### src/rtl/l2_writeback_buffer_pkg.sv
// Shared LC-3b memory-side types plus the write-back buffer state encoding.
package lc3b_types;

    typedef logic [15:0]  lc3b_word;
    typedef logic [127:0] lc3b_line;
    typedef logic [11:0]  lc3b_line_addr;

    typedef enum logic [1:0] {
        S_IDLE     = 2'd0,
        S_FWD_READ = 2'd1,
        S_DRAIN    = 2'd2,
        S_RESP     = 2'd3
    } l2wb_state_t;

endpackage

### src/rtl/l2_wb_entry.sv
// Single buffered line: valid/address/data storage and the line-address hit compare.
module l2_wb_entry #(
    parameter int LINE_OFFSET_BITS = 4
) (
    input  logic                        clk,
    input  logic                        reset,
    input  logic                        i_load,
    input  logic                        i_clear,
    input  logic [15-LINE_OFFSET_BITS:0] i_addr,
    input  logic [127:0]                i_data,
    input  logic [15-LINE_OFFSET_BITS:0] i_req_addr,
    output logic                        o_valid,
    output logic [15-LINE_OFFSET_BITS:0] o_addr,
    output logic [127:0]                o_data,
    output logic                        o_match
);

    logic                         r_valid;
    logic [15-LINE_OFFSET_BITS:0] r_addr;
    logic [127:0]                 r_data;

    always_ff @(posedge clk) begin
        if (reset) begin
            r_valid <= 1'b0;
            r_addr  <= '0;
            r_data  <= '0;
        end else if (i_load) begin
            r_valid <= 1'b1;
            r_addr  <= i_addr;
            r_data  <= i_data;
        end else if (i_clear) begin
            r_valid <= 1'b0;
        end
    end

    assign o_valid = r_valid;
    assign o_addr  = r_addr;
    assign o_data  = r_data;
    assign o_match = r_valid && (i_req_addr == r_addr);

endmodule

### src/rtl/l2_writeback_buffer.sv
// Single-entry write-back buffer between the L2 pmem port and physical memory;
// forwards read hits from the buffered line and lets read misses bypass the pending drain.
module l2_writeback_buffer
    import lc3b_types::*;
#(
    parameter int LINE_OFFSET_BITS = 4
) (
    input  logic         clk,
    input  logic         reset,
    input  logic         mem_read,
    input  logic         mem_write,
    input  logic [15:0]  mem_address,
    input  logic [127:0] mem_wdata,
    output logic         mem_resp,
    output logic [127:0] mem_rdata,
    output logic         pmem_read,
    output logic         pmem_write,
    output logic [15:0]  pmem_address,
    output logic [127:0] pmem_wdata,
    input  logic         pmem_resp,
    input  logic [127:0] pmem_rdata,
    output logic         buf_empty
);

    localparam int LA_W = 16 - LINE_OFFSET_BITS;

    l2wb_state_t     r_state, w_state_next;
    lc3b_line        r_rdata;
    lc3b_line        w_rdata_next;
    logic            w_rdata_ld;
    logic            w_load, w_clear;
    logic            w_valid, w_match;
    logic [LA_W-1:0] w_req_line, w_buf_addr;
    lc3b_line        w_buf_data;
    logic            w_unused_ok;

    assign w_req_line  = mem_address[15:LINE_OFFSET_BITS];
    assign w_unused_ok = &{1'b0, mem_address[LINE_OFFSET_BITS-1:0]};

    l2_wb_entry #(.LINE_OFFSET_BITS(LINE_OFFSET_BITS)) u_entry (
        .clk        (clk),
        .reset      (reset),
        .i_load     (w_load),
        .i_clear    (w_clear),
        .i_addr     (w_req_line),
        .i_data     (mem_wdata),
        .i_req_addr (w_req_line),
        .o_valid    (w_valid),
        .o_addr     (w_buf_addr),
        .o_data     (w_buf_data),
        .o_match    (w_match)
    );

    always_ff @(posedge clk) begin
        if (reset) begin
            r_state <= S_IDLE;
            r_rdata <= '0;
        end else begin
            r_state <= w_state_next;
            if (w_rdata_ld)
                r_rdata <= w_rdata_next;
        end
    end

    // Read outranks write so an illegal read+write pair resolves as a read;
    // a write against a full buffer drains first and is re-sampled back in IDLE.
    always_comb begin
        w_state_next = r_state;
        w_load       = 1'b0;
        w_clear      = 1'b0;
        w_rdata_ld   = 1'b0;
        w_rdata_next = w_buf_data;
        case (r_state)
            S_IDLE: begin
                if (mem_read) begin
                    if (w_match) begin
                        w_rdata_ld   = 1'b1;
                        w_state_next = S_RESP;
                    end else begin
                        w_state_next = S_FWD_READ;
                    end
                end else if (mem_write) begin
                    if (!w_valid) begin
                        w_load       = 1'b1;
                        w_state_next = S_RESP;
                    end else begin
                        w_state_next = S_DRAIN;
                    end
                end else if (w_valid) begin
                    w_state_next = S_DRAIN;
                end
            end
            S_FWD_READ: begin
                if (pmem_resp) begin
                    w_rdata_ld   = 1'b1;
                    w_rdata_next = pmem_rdata;
                    w_state_next = S_RESP;
                end
            end
            S_DRAIN: begin
                if (pmem_resp) begin
                    w_clear      = 1'b1;
                    w_state_next = S_IDLE;
                end
            end
            S_RESP:  w_state_next = S_IDLE;
            default: w_state_next = S_IDLE;
        endcase
    end

    always_comb begin
        pmem_read    = 1'b0;
        pmem_write   = 1'b0;
        pmem_address = '0;
        pmem_wdata   = '0;
        if (r_state == S_FWD_READ) begin
            pmem_read    = 1'b1;
            pmem_address = {w_req_line, {LINE_OFFSET_BITS{1'b0}}};
        end else if (r_state == S_DRAIN) begin
            pmem_write   = 1'b1;
            pmem_address = {w_buf_addr, {LINE_OFFSET_BITS{1'b0}}};
            pmem_wdata   = w_buf_data;
        end
    end

    assign mem_resp  = (r_state == S_RESP);
    assign mem_rdata = r_rdata;
    assign buf_empty = !w_valid;

endmodule
### config.mk
export PLATFORM = sky130hd
export DESIGN_NAME = l2_writeback_buffer
export DESIGN_NICKNAME = d
export VERILOG_FILES = /design/src/rtl/l2_writeback_buffer_pkg.sv /design/src/rtl/l2_wb_entry.sv /design/src/rtl/l2_writeback_buffer.sv
export SDC_FILE = /design/constraint.sdc
export NUM_CORES = 1
export LEC_CHECK = 0
export CAP_MARGIN = 20
export CORE_AREA = 2 2 213 215
export DETAILED_ROUTE_END_ITERATION = 12
export DIE_AREA = 0 0 215 217
export PLACE_DENSITY = 0.56
export SLEW_MARGIN = 20
export SYNTH_ARGS = -nofsm -noshare
export SYNTH_HDL_FRONTEND = slang
export SYNTH_SLANG_ARGS = --single-unit
### constraint.sdc
create_clock -name clk -period 1.71 [get_ports clk]
set_input_delay 0.2565 -clock clk [delete_from_list [all_inputs] [get_ports clk]]
set_output_delay 0.2565 -clock clk [all_outputs]
set_load 0.05 [all_outputs]
* After elaboration in Yosys (flattened, before gate mapping)
Index checks and enable logic that the tools add are counted.
Storage, ports and cells: flip-flop bits (word level) 271, input port bits 277, output and inout bits 276, logic and storage cells 45
Operators by class: eq/ne operators 7, multiplexer cells 28, reduce and logical (&&, ||, !) cells 5
Operator list (count):
- 2-to-1 mux 128 bit | 4
- 2-to-1 mux 16 bit | 2
- 2-to-1 mux 1 bit | 14
- equality test 12 bit | 1
- 2-to-1 mux 2 bit | 6
- one-hot mux 2 bit (4 select lines) | 1
- equality test 2 bit (second input constant) | 2
- inequality test 2 bit (second input constant) | 2
- inequality test 4 x 3 -> 1 bit (second input constant) | 1
- AND reduction 3 bit | 1
- equality test 2 x 1 -> 1 bit (second input constant) | 1
- logical NOT 2 bit | 1
- one-hot mux 1 bit (2 select lines) | 1
- nonzero test 2 bit | 1
- logical AND 1 bit | 1
- logical NOT 1 bit | 1

* Depth between registers and ports, before layout
Gate-level depths: netlist (run 1).
depth after elaboration 5, depth in mapped cells 9, gate-level depth less buffers 5

* Modules after synthesis
A second synthesis (run 1) with hierarchy kept.
Second synthesis, totals: cell total of the unflattened synthesis 1366, area, all modules 11946.5 µm²
Modules (own cells, without submodules):
- l2_writeback_buffer | times used 1, cells an instance 893, area an instance 6792.8 µm², sequential area each 2602.5 µm²
- l2_wb_entry | times used 1, cells an instance 473, area an instance 5153.7 µm², sequential area each 2822.7 µm²

* Worst setup path before layout (run 1)
Ideal clock, no wire load.
path kind register -> output, start register r_state[0], end output pmem_address[10], arrival time 1.910 ns, data required time 1.454 ns, slack -0.456 ns, cell stages (with the launch flop) 5, buffers on the path 2, cell sequence dfxtp_1 -> buf_4 -> nor2b_1 -> clkbuf_1 -> a22o_1
Between the ends: word-level cells in the longest chain between the ends 3
RTL lines:
- start: declaration | RTL line l2_writeback_buffer.sv:27 | l2wb_state_t r_state, w_state_next;
- start signal: assignment | RTL line l2_writeback_buffer.sv:59 | r_state <= w_state_next;
- equality test 2 bit | RTL line l2_writeback_buffer.sv:119 | end else if (r_state == S_DRAIN) begin
- 2-to-1 mux 16 bit | RTL line l2_writeback_buffer.sv:119
- 2-to-1 mux 16 bit (*) | RTL line l2_writeback_buffer.sv:116 | if (r_state == S_FWD_READ) begin
- end: declaration | RTL line l2_writeback_buffer.sv:18 | output logic [15:0] pmem_address,
Mark *: on every way between the ends. The rest lies on a longest branch, timed or not.

* Worst setup path in the final report (run 1)
start register r_state[1], end output pmem_wdata[102]
Between the ends: word-level cells in the longest chain between the ends 3
RTL lines:
- equality test 2 bit | RTL line l2_writeback_buffer.sv:119
- 2-to-1 mux 128 bit | RTL line l2_writeback_buffer.sv:119
- 2-to-1 mux 128 bit (*) | RTL line l2_writeback_buffer.sv:116
- end: declaration | RTL line l2_writeback_buffer.sv:19 | output logic [127:0] pmem_wdata,
Marked as above.

==> impl_summary.md, run 1 <==
Pwr
The analysis attributes to cell leakage a power of 9.54 nW. The power per cell area is 836 nW/um^2. The peak supply drop is 0.000600 V.

GRT
Entering global routing, the biggest net connects 69 pins. The via count of the first global-routing pass came to 12.0k. The number of antenna violations at the first check in global routing is 4. The wire length of the first global-routing pass is 75.5 mm.

The total overflow left after global routing is 0. Across every metal layer, demand over resource in global routing totals 21.2%.

Clock network
The clock sink count is 271. Clock-pin slew was measured on the worst setup and hold paths at 0.06 ns. The cell sitting at the root of the clock tree is a sky130_fd_sc_hd__clkbuf_16. The clock tree from TritonCTS is done.

TritonCTS created 34 clock buffers. Counting along the longest clock path gives a buffer depth of 3. The clock reaches the later pin of the worst-skew pair after 0.53 ns. The H-tree was split into 2 levels.

Setup path
The category of the most critical setup path is flop to output port. The worst path arrival time is 1.93 ns. The endpoint type of the worst setup path is an output port. The worst setup path is launched from a flop.

The required time of the worst setup path is 1.45 ns. The signal on the critical path passes through buf_6, nor2b_4, buf_12, buf_12, buf_12, buf_16, and2_4, buf_12. The logic depth of the worst path, buffers included is 8. The kind of cell with the highest combined delay along the critical path is buffers and inverters. The most prevalent standard cell on the critical path is sky130_fd_sc_hd__buf_12. For the worst flop-to-flop path, the logic depth is 8. The slowest stage of the critical path belongs to the cell sky130_fd_sc_hd__dfxtp_2. The largest fanout on the critical path is 9.

Counting both buffers and inverters, the worst setup path holds a total of 6. The largest stage delay on the critical path is 0.32 ns.

Hold path
The count of cells along the worst hold path is 3. The worst hold path belongs to the class input port to flop.

Drt
Dividing the detail-routed wire length by the instance count gives 20.8 microns. The detailed router finished its first iteration with 563 violations. The ratio of routed vias to standard cells is 4.58.

The total number of vias is 12.0k. For this run, design rule violations remaining after detail routing come to 0. Once detail routing completed, the nets flagged for antenna violations numbered 0. For this block, the routed nets add up to 54.4 mm of wire. The first detailed-routing pass took 4 iterations.

Synthesis
After Yosys synthesis, full adders, half adders and majority gates account for 0% of the synthesized area. The cell area after technology mapping is 11400 sq um. The synthesized netlist contains 30 unique library cells. After Yosys synthesis, XOR and XNOR cells account for 0.920% of the synthesized area. The share of synthesized area in the top cell type comes to 47.5%. The sequential element share of the synthesized area is 47.5%. The mux contribution to synthesized area is 11.2%. The synthesized netlist devotes 12.9% of its cell area to compound gates. Sorting the synthesized cells by area gives the leading types as sky130_fd_sc_hd__dfxtp_1 (47%), sky130_fd_sc_hd__nand2_1 (14%), sky130_fd_sc_hd__mux2i_1 (11%).

Synthesis handed over a netlist of 1371 instances. The post-synthesis area per instance is 8.33 sq um. The fraction of the mapped netlist area in simple logic gates is 21.7%.

The largest area contributor in the synthesized netlist is sky130_fd_sc_hd__dfxtp_1. After synthesis, the largest family of logic cells by area is simple AND/OR/NAND/NOR gates. The number of warnings printed during yosys synthesis is 0. The synthesized design contains 271 register bits.

Place
The total placed instance area is 19200 sq um. The pre-CTS setup slack is -0.864 ns. The number of buffers added on ports is 544. Once detailed placement completed, the half-perimeter wirelength came to 34.1 mm. At the end of routability-driven placement, the weighted congestion stood at 0.842. The count of placed standard cells including taps is 2481.

Floorplanning
The site row count is 78. The region available for standard cell placement spans 44700 sq um. The I/O pin count is 553. The die covers 46700 sq um.

The y dimension of the die is 217 microns. The initial cell density of the core is 25.6%. The die width is 215 microns.

Final layout
The area added between synthesis and finish is 94.0%. The library cell used most frequently in the layout, excluding fill and tap cells, is sky130_fd_sc_hd__nand2_1. Summing all non-filler instances in the final layout gives an area of 22200 sq um.

After the flow finishes, the layout carries non-filler instances totaling 2617. The final layout contains 2266 nets. Leaving out fill and tap cells, the most frequent cells in the layout are sky130_fd_sc_hd__nand2_1 (397), sky130_fd_sc_hd__clkdlybuf4s50_1 (271), sky130_fd_sc_hd__dfxtp_1 (259), sky130_fd_sc_hd__buf_4 (181), sky130_fd_sc_hd__buf_12 (175).

In the final layout, the share of cells above drive strength 1 is 31.7%. The core occupancy in the finished layout is 49.6%.

STA
The setup skew after layout is 0.0165 ns. The setup slack of the critical path after layout is -0.477 ns. The number of pins with negative max-slew slack in the final report came to 0. For the final routed database, the setup TNS stands at -117.59 ns. Setup repair after global routing could not meet its margin everywhere. The final clock period utilization by the worst path is 128%. The highest clock frequency the design can meet is 457 MHz. The setup violation total in the final timing report is 412. The number of endpoints with negative hold slack in the final report came to 0. The final period demand of the worst path is 2.19 ns.

Status
The run finished, with violations left. The checks that failed: negative setup slack.

Job
The number of max-cap violations is 0.
[final cells by class]
class,count,area [sq um]
timing repair buffer,692,8930
clock inverter,3,40.0
inverter,1,7.51
multi-input combinational,989,5870
tap,600,751
clock buffer,57,1110
antenna,4,10.0
sequential,271,5440
fill,4146,22500
[flip-flops by register name (all words and copies together), names as in the netlist]
name	count
mem_rdata	128
r_state	2
u_entry.o_data	128
u_entry.o_valid	1
u_entry.o_addr	12
[worst register-to-register path: stages (launching register included)]
cell and delay (ns):
sky130_fd_sc_hd__dfxtp_2 0.33, sky130_fd_sc_hd__xnor2_2 0.18, sky130_fd_sc_hd__nand4_1 0.22, sky130_fd_sc_hd__or4_4 0.59, sky130_fd_sc_hd__buf_12 0.18, sky130_fd_sc_hd__buf_8 0.14
sky130_fd_sc_hd__buf_16 0.15, sky130_fd_sc_hd__mux2i_2 0.19, sky130_fd_sc_hd__o21ai_1 0.07
[worst paths after layout]
path | endpoint | slack [ns] | startpoint
hold reg to reg | u_entry.o_data[12] | 0.46 | u_entry.o_data[12]
hold / removal | mem_rdata[20] | 0.26 | pmem_rdata[20]
setup reg to reg | mem_rdata[55] | -0.46 | u_entry.o_addr[7]
setup / recovery | pmem_wdata[102] | -0.48 | r_state[1]
[synthesized netlist by cell type]
cell,count
sky130_fd_sc_hd__xnor2_1,12
sky130_fd_sc_hd__nand2b_1,1
sky130_fd_sc_hd__nor3_1,1
sky130_fd_sc_hd__or4_4,1
sky130_fd_sc_hd__nor3b_1,2
sky130_fd_sc_hd__o21ai_1,120
sky130_fd_sc_hd__buf_6,5
sky130_fd_sc_hd__a211oi_1,1
sky130_fd_sc_hd__nand3_1,2
sky130_fd_sc_hd__clkbuf_1,87
sky130_fd_sc_hd__buf_4,5
sky130_fd_sc_hd__o21ai_0,8
sky130_fd_sc_hd__inv_1,1
sky130_fd_sc_hd__nor4_1,1
sky130_fd_sc_hd__dfxtp_1,271
sky130_fd_sc_hd__nand2_1,412
sky130_fd_sc_hd__nand4_1,2
sky130_fd_sc_hd__nor2b_1,2
sky130_fd_sc_hd__a21oi_1,142
sky130_fd_sc_hd__a22o_1,12
sky130_fd_sc_hd__buf_2,1
sky130_fd_sc_hd__or4_1,1
sky130_fd_sc_hd__nor4_2,1
sky130_fd_sc_hd__buf_1,4
sky130_fd_sc_hd__and2_1,129
sky130_fd_sc_hd__conb_1,1
sky130_fd_sc_hd__o41ai_1,1
sky130_fd_sc_hd__mux2i_1,128
sky130_fd_sc_hd__buf_12,11
sky130_fd_sc_hd__nor2_1,6
[metrics by stage]
stage                     hold slack, ns  power, mW
after global routing               0.255       19.2
final                              0.265       18.5
after CTS                          0.225       18.4
after detailed placement           0.456       10.7
after global placement             0.454       10.7
after floorplan                    0.365       8.80
[layer usage]
metal | up-vias | global-route usage, % | wire length [microns]
met5 | - | 0 | 0
met2 | 424 | 36.7 | 26800
li1 | 5751 | - | -
met3 | 82 | 6.85 | 4070
met4 | 0 | 7.29 | 1450
met1 | 5716 | 24.8 | 22000
[kinds of logic (layout without fill, tap and decap cells)]
family          Yosys count  after routing
buf+inv                 114            753
mux                     128            128
other cells               1              8
compound gates          284            284
flops                   271            271
simple gates            561            561
xor+xnor                 12             12
[where the power goes]
| group | switching (mW) | internal, mW | total, mW |
|---|---|---|---|
| combinational | 2.24 | 1.98 | 4.22 |
| sequential | 0.247 | 6.67 | 6.91 |
| clock | 2.84 | 4.56 | 7.40 |
[what timing repair did]
action	in CTS	in global routing
endpoints found under the setup margin	272	413
resized for setup	132	64
hold buffers	1	0
pin swaps	30	28
endpoints found under the hold margin	1	0
buffers inserted	24	14
gates cloned	21	19
No activity file was read; power rests on OpenSTA's default activity.
==> inputs of run 2 (changes only) <==
GPL_TIMING_DRIVEN = 0   (was default)
SKIP_CTS_REPAIR_TIMING = 1   (was default)
==> run 2 against run 1 <==
  * Sequential power is essentially flat
  * Flip-flop and latch count is the same
  * Highest routed layer is now met5
  * Setup slack lost 0.038 ns
  * First-iteration DRC count shrank 31%
  * Register-to-register slack gained 0.04 ns
  * The flow still finishes with violations (negative setup slack)
  * Clock power shrank 4.6%
  * Largest power group unchanged
  * Clock skew is essentially flat
  * Sequential share of layout area grew 2.3 points
  * Worst hold slack is essentially flat
  * Cell count shrank 0.50%
  * Power shrank 3.9%
  * Global-route usage shrank 0.81 points
==> impl_summary.md, run 2 (same netlist as run 1, synthesis figures left out) <==
Floorplanning
The initial cell density of the core is 25.6% (unchanged). The site row count was 78 (unchanged). The I/O pin count is 553 (unchanged). The y dimension of the die is 217 microns (unchanged). The die footprint is 46700 sq um (unchanged). The die width is 215 microns (unchanged). The area of the core region came to 44700 sq um (unchanged).

Setup path
The endpoint type of the worst setup path is an output port (unchanged). The category of the most critical setup path is flop to output port (unchanged). The worst path arrival time came to 1.97 ns (was 1.93 ns). The startpoint of the worst register-to-register path is r_state[1] (was u_entry.o_addr[7]). The largest fanout on the critical path came to 7 (was 9).

The startpoint type of the worst setup path is a flop (unchanged). The critical path startpoint is r_state[1] (unchanged). The required time of the worst setup path is 1.45 ns (about the same).

Pwr
The power per cell area is 878 nW/um^2 (was 836 nW/um^2). The logic gate share of total power is 21.6% (was 22.8%). The proportion of power drawn by flip-flops and latches came to 38.8% (was 37.3%). The net switching component of the power is 5.26 mW (was 5.33 mW). The reported leakage power is 8.54 nW (was 9.54 nW). The peak supply drop is 0.000626 V (was 0.000600 V). The share of total power consumed by net switching is 29.5% (was 28.7%). The overall power of the completed layout came to 17.8 mW (was 18.5 mW).

The total internal power is 12.6 mW (was 13.2 mW). The clock share of power is 39.6% (was 39.9%).

Drt
The number of nets with antenna violations after detailed routing is 0 (unchanged). The ratio of routed vias to standard cells is 4.50 (was 4.58). The routed wirelength normalized by instance count came to 19.6 microns (was 20.8 microns). The total number of vias came to 11.7k (was 12.0k). The first-iteration detailed-routing DRC count is 388 (was 563).

The post-detailed-routing wire length came to 51.0 mm (was 54.4 mm). The number of detailed-route iterations in the first pass is 5 (was 4). The post-route DRC violation count came to 0 (unchanged).

GRT
The wire length of the first global-routing pass was 72.5 mm (was 75.5 mm). The via count of the first global-routing pass is 11.7k (was 12.0k). The number of antenna violations at the first check in global routing came to 5 (was 4). The aggregate global-route resource usage is 20.4% (was 21.2%). The maximum number of pins on one net before global-route repair came to 13 (was 69). The overall overflow remaining after global route is 0 (unchanged).

STA
The actual transition at the worst max-transition pin is 0.717 ns. The setup violation total in the final timing report is 542 (was 412). The number of endpoints with negative hold slack in the final report is 0 (unchanged). The final clock period utilization by the worst path is 130% (was 128%).

The setup slack of the critical path after layout is -0.515 ns (was -0.477 ns). The number of pins with negative max-slew slack in the final report is 0 (unchanged). Measured against its own limit, the worst slew margin works out to 52.2%.

The highest clock frequency the design can meet came to 449 MHz (was 457 MHz). The final period demand of the worst path is 2.23 ns (was 2.19 ns). The final-layout setup total negative slack is -171.96 ns (was -117.59 ns). The setup skew after layout is 0.0169 ns (was 0.0165 ns). RSZ-0062 raised after global routing: yes (unchanged). The final hold slack is 0.265 ns (about the same).

Clock network
The buffer cell driving the clock tree root was sky130_fd_sc_hd__clkbuf_16 (unchanged). The H-tree level count came to 2 (unchanged). The register clock-pin slew on the reported worst setup and hold paths came to 0.06 ns (about the same). The clock tree from TritonCTS is done (unchanged). The total clock buffers created by CTS is 34 (unchanged).

The source-to-sink clock delay at the later pin of the worst-skew pair is 0.54 ns (was 0.53 ns). The clock sink count is 271 (unchanged). The number of buffers on the longest clock path came to 3 (unchanged).

Place
The routability congestion estimate from global placement is 0.847 (was 0.842). The HPWL after detailed placement is 37.7 mm (was 34.1 mm). The number of buffers added on ports is 544 (unchanged). The count of placed standard cells including taps came to 2518 (was 2481).

Final layout
The area added between synthesis and finish came to 77.6% (was 94.0%). The commonest non-fill, non-tap cell in the layout is sky130_fd_sc_hd__nand2_1 (unchanged). The core occupancy in the finished layout was 45.4% (was 49.6%).

The area occupied by multi-input gates came to 5720 sq um (was 5870 sq um). The total number of nets in the final design is 2254 (was 2266). The combined flip-flop and latch cell area is 5440 sq um (unchanged). The proportion of layout cells with a drive suffix above 1 was 21.4% (was 31.7%). Top library cells by usage in the layout, fill and taps aside: sky130_fd_sc_hd__nand2_1 (411), sky130_fd_sc_hd__clkdlybuf4s50_1 (401), sky130_fd_sc_hd__dfxtp_1 (259), sky130_fd_sc_hd__a21oi_1 (142), sky130_fd_sc_hd__mux2i_1 (125) (was sky130_fd_sc_hd__nand2_1 (397), sky130_fd_sc_hd__clkdlybuf4s50_1 (271), sky130_fd_sc_hd__dfxtp_1 (259), sky130_fd_sc_hd__buf_4 (181), sky130_fd_sc_hd__buf_12 (175)). The number of cells in the finished layout apart from fillers is 2604 (was 2617). The number of filler instances in the final layout came to 4409 (was 4146).

Status
Failing checks: negative setup slack (unchanged). Result of the run: finished with violations (unchanged).

Hold path
The classification of the worst-slack hold path is input port to flop (unchanged). The source of the worst hold timing path is mem_wdata[111] (was pmem_rdata[20]).

Job
The number of max-cap violations was 0 (unchanged).
-- run 2: cell types whose count changed in the layout (fill, tap and decap cells not counted), moves of 14 or more --
cell,change
sky130_fd_sc_hd__and2_1,+17
sky130_fd_sc_hd__and2_4,-25
sky130_fd_sc_hd__buf_12,-144
sky130_fd_sc_hd__buf_16,-24
sky130_fd_sc_hd__buf_4,-167
sky130_fd_sc_hd__buf_6,+25
sky130_fd_sc_hd__buf_8,+81
sky130_fd_sc_hd__clkbuf_1,+27
sky130_fd_sc_hd__clkbuf_2,+31
sky130_fd_sc_hd__clkbuf_4,+29
sky130_fd_sc_hd__clkdlybuf4s50_1,+130
sky130_fd_sc_hd__nand2_1,+14
-- run 2: path summary, 6_finish.rpt --
kind                         endpoint  slack, ns  cells after the start
setup / recovery      pmem_wdata[107]      -0.52                      7
hold / removal    u_entry.o_data[111]       0.26                      3
setup reg to reg        mem_rdata[72]      -0.42                      9
hold reg to reg    u_entry.o_data[45]       0.47                      2
-- run 2: routing by layer --
layer / wire length, microns / up-vias / track usage [%] / share of wire, %
li1: - / 5748 / - / -
met1: 19900 / 5482 / 22.5 / 39
met2: 25200 / 401 / 35.7 / 49
met3: 4460 / 77 / 7.59 / 8.8
met4: 1390 / 6 / 7.82 / 2.7
met5: 40 / - / 0 / 0.078
-- run 2: area by class of cell --
cell class / instances / share of cell area (%)
antenna: 3 / 0.0370
buffer: 113 / 5.21
clock buffer: 54 / 5.11
clock inverter: 6 / 0.191
inverter: 1 / 0.0370
multi-input combinational: 989 / 28.2
sequential: 271 / 26.8
tap: 600 / 3.70
timing repair buffer: 567 / 30.8
-- run 2: power by group through the flow --
| stage | logic, mW | registers [mW] | clock network, mW |
|---|---|---|---|
| finish | 3.85 | 6.91 | 7.06 |
| global route | 4.08 | 6.94 | 7.46 |
| CTS | 3.44 | 6.90 | 7.25 |
| detailed placement | 3.42 | 7.03 | 0 |
| global placement | 3.41 | 7.02 | 0 |
| floorplan | 1.25 | 7.55 | 0 |
-- run 2: critical path, cell delays in order (launching register included) --
cell and delay, ns:
sky130_fd_sc_hd__dfxtp_2 0.32, sky130_fd_sc_hd__buf_6 0.11, sky130_fd_sc_hd__nor2b_4 0.19, sky130_fd_sc_hd__buf_6 0.16, sky130_fd_sc_hd__clkbuf_16 0.19, sky130_fd_sc_hd__clkbuf_16 0.15, sky130_fd_sc_hd__and2_2 0.14, sky130_fd_sc_hd__buf_6 0.15
-- run 2: metrics by stage --
stage / instance area, sq um / setup slack (ns)
after global routing: 20300 / -0.598
after global placement: 18000 / -1.63
final: 20300 / -0.515
after CTS: 19100 / -2.30
after detailed placement: 18000 / -1.69
after floorplan: 11800 / -0.116
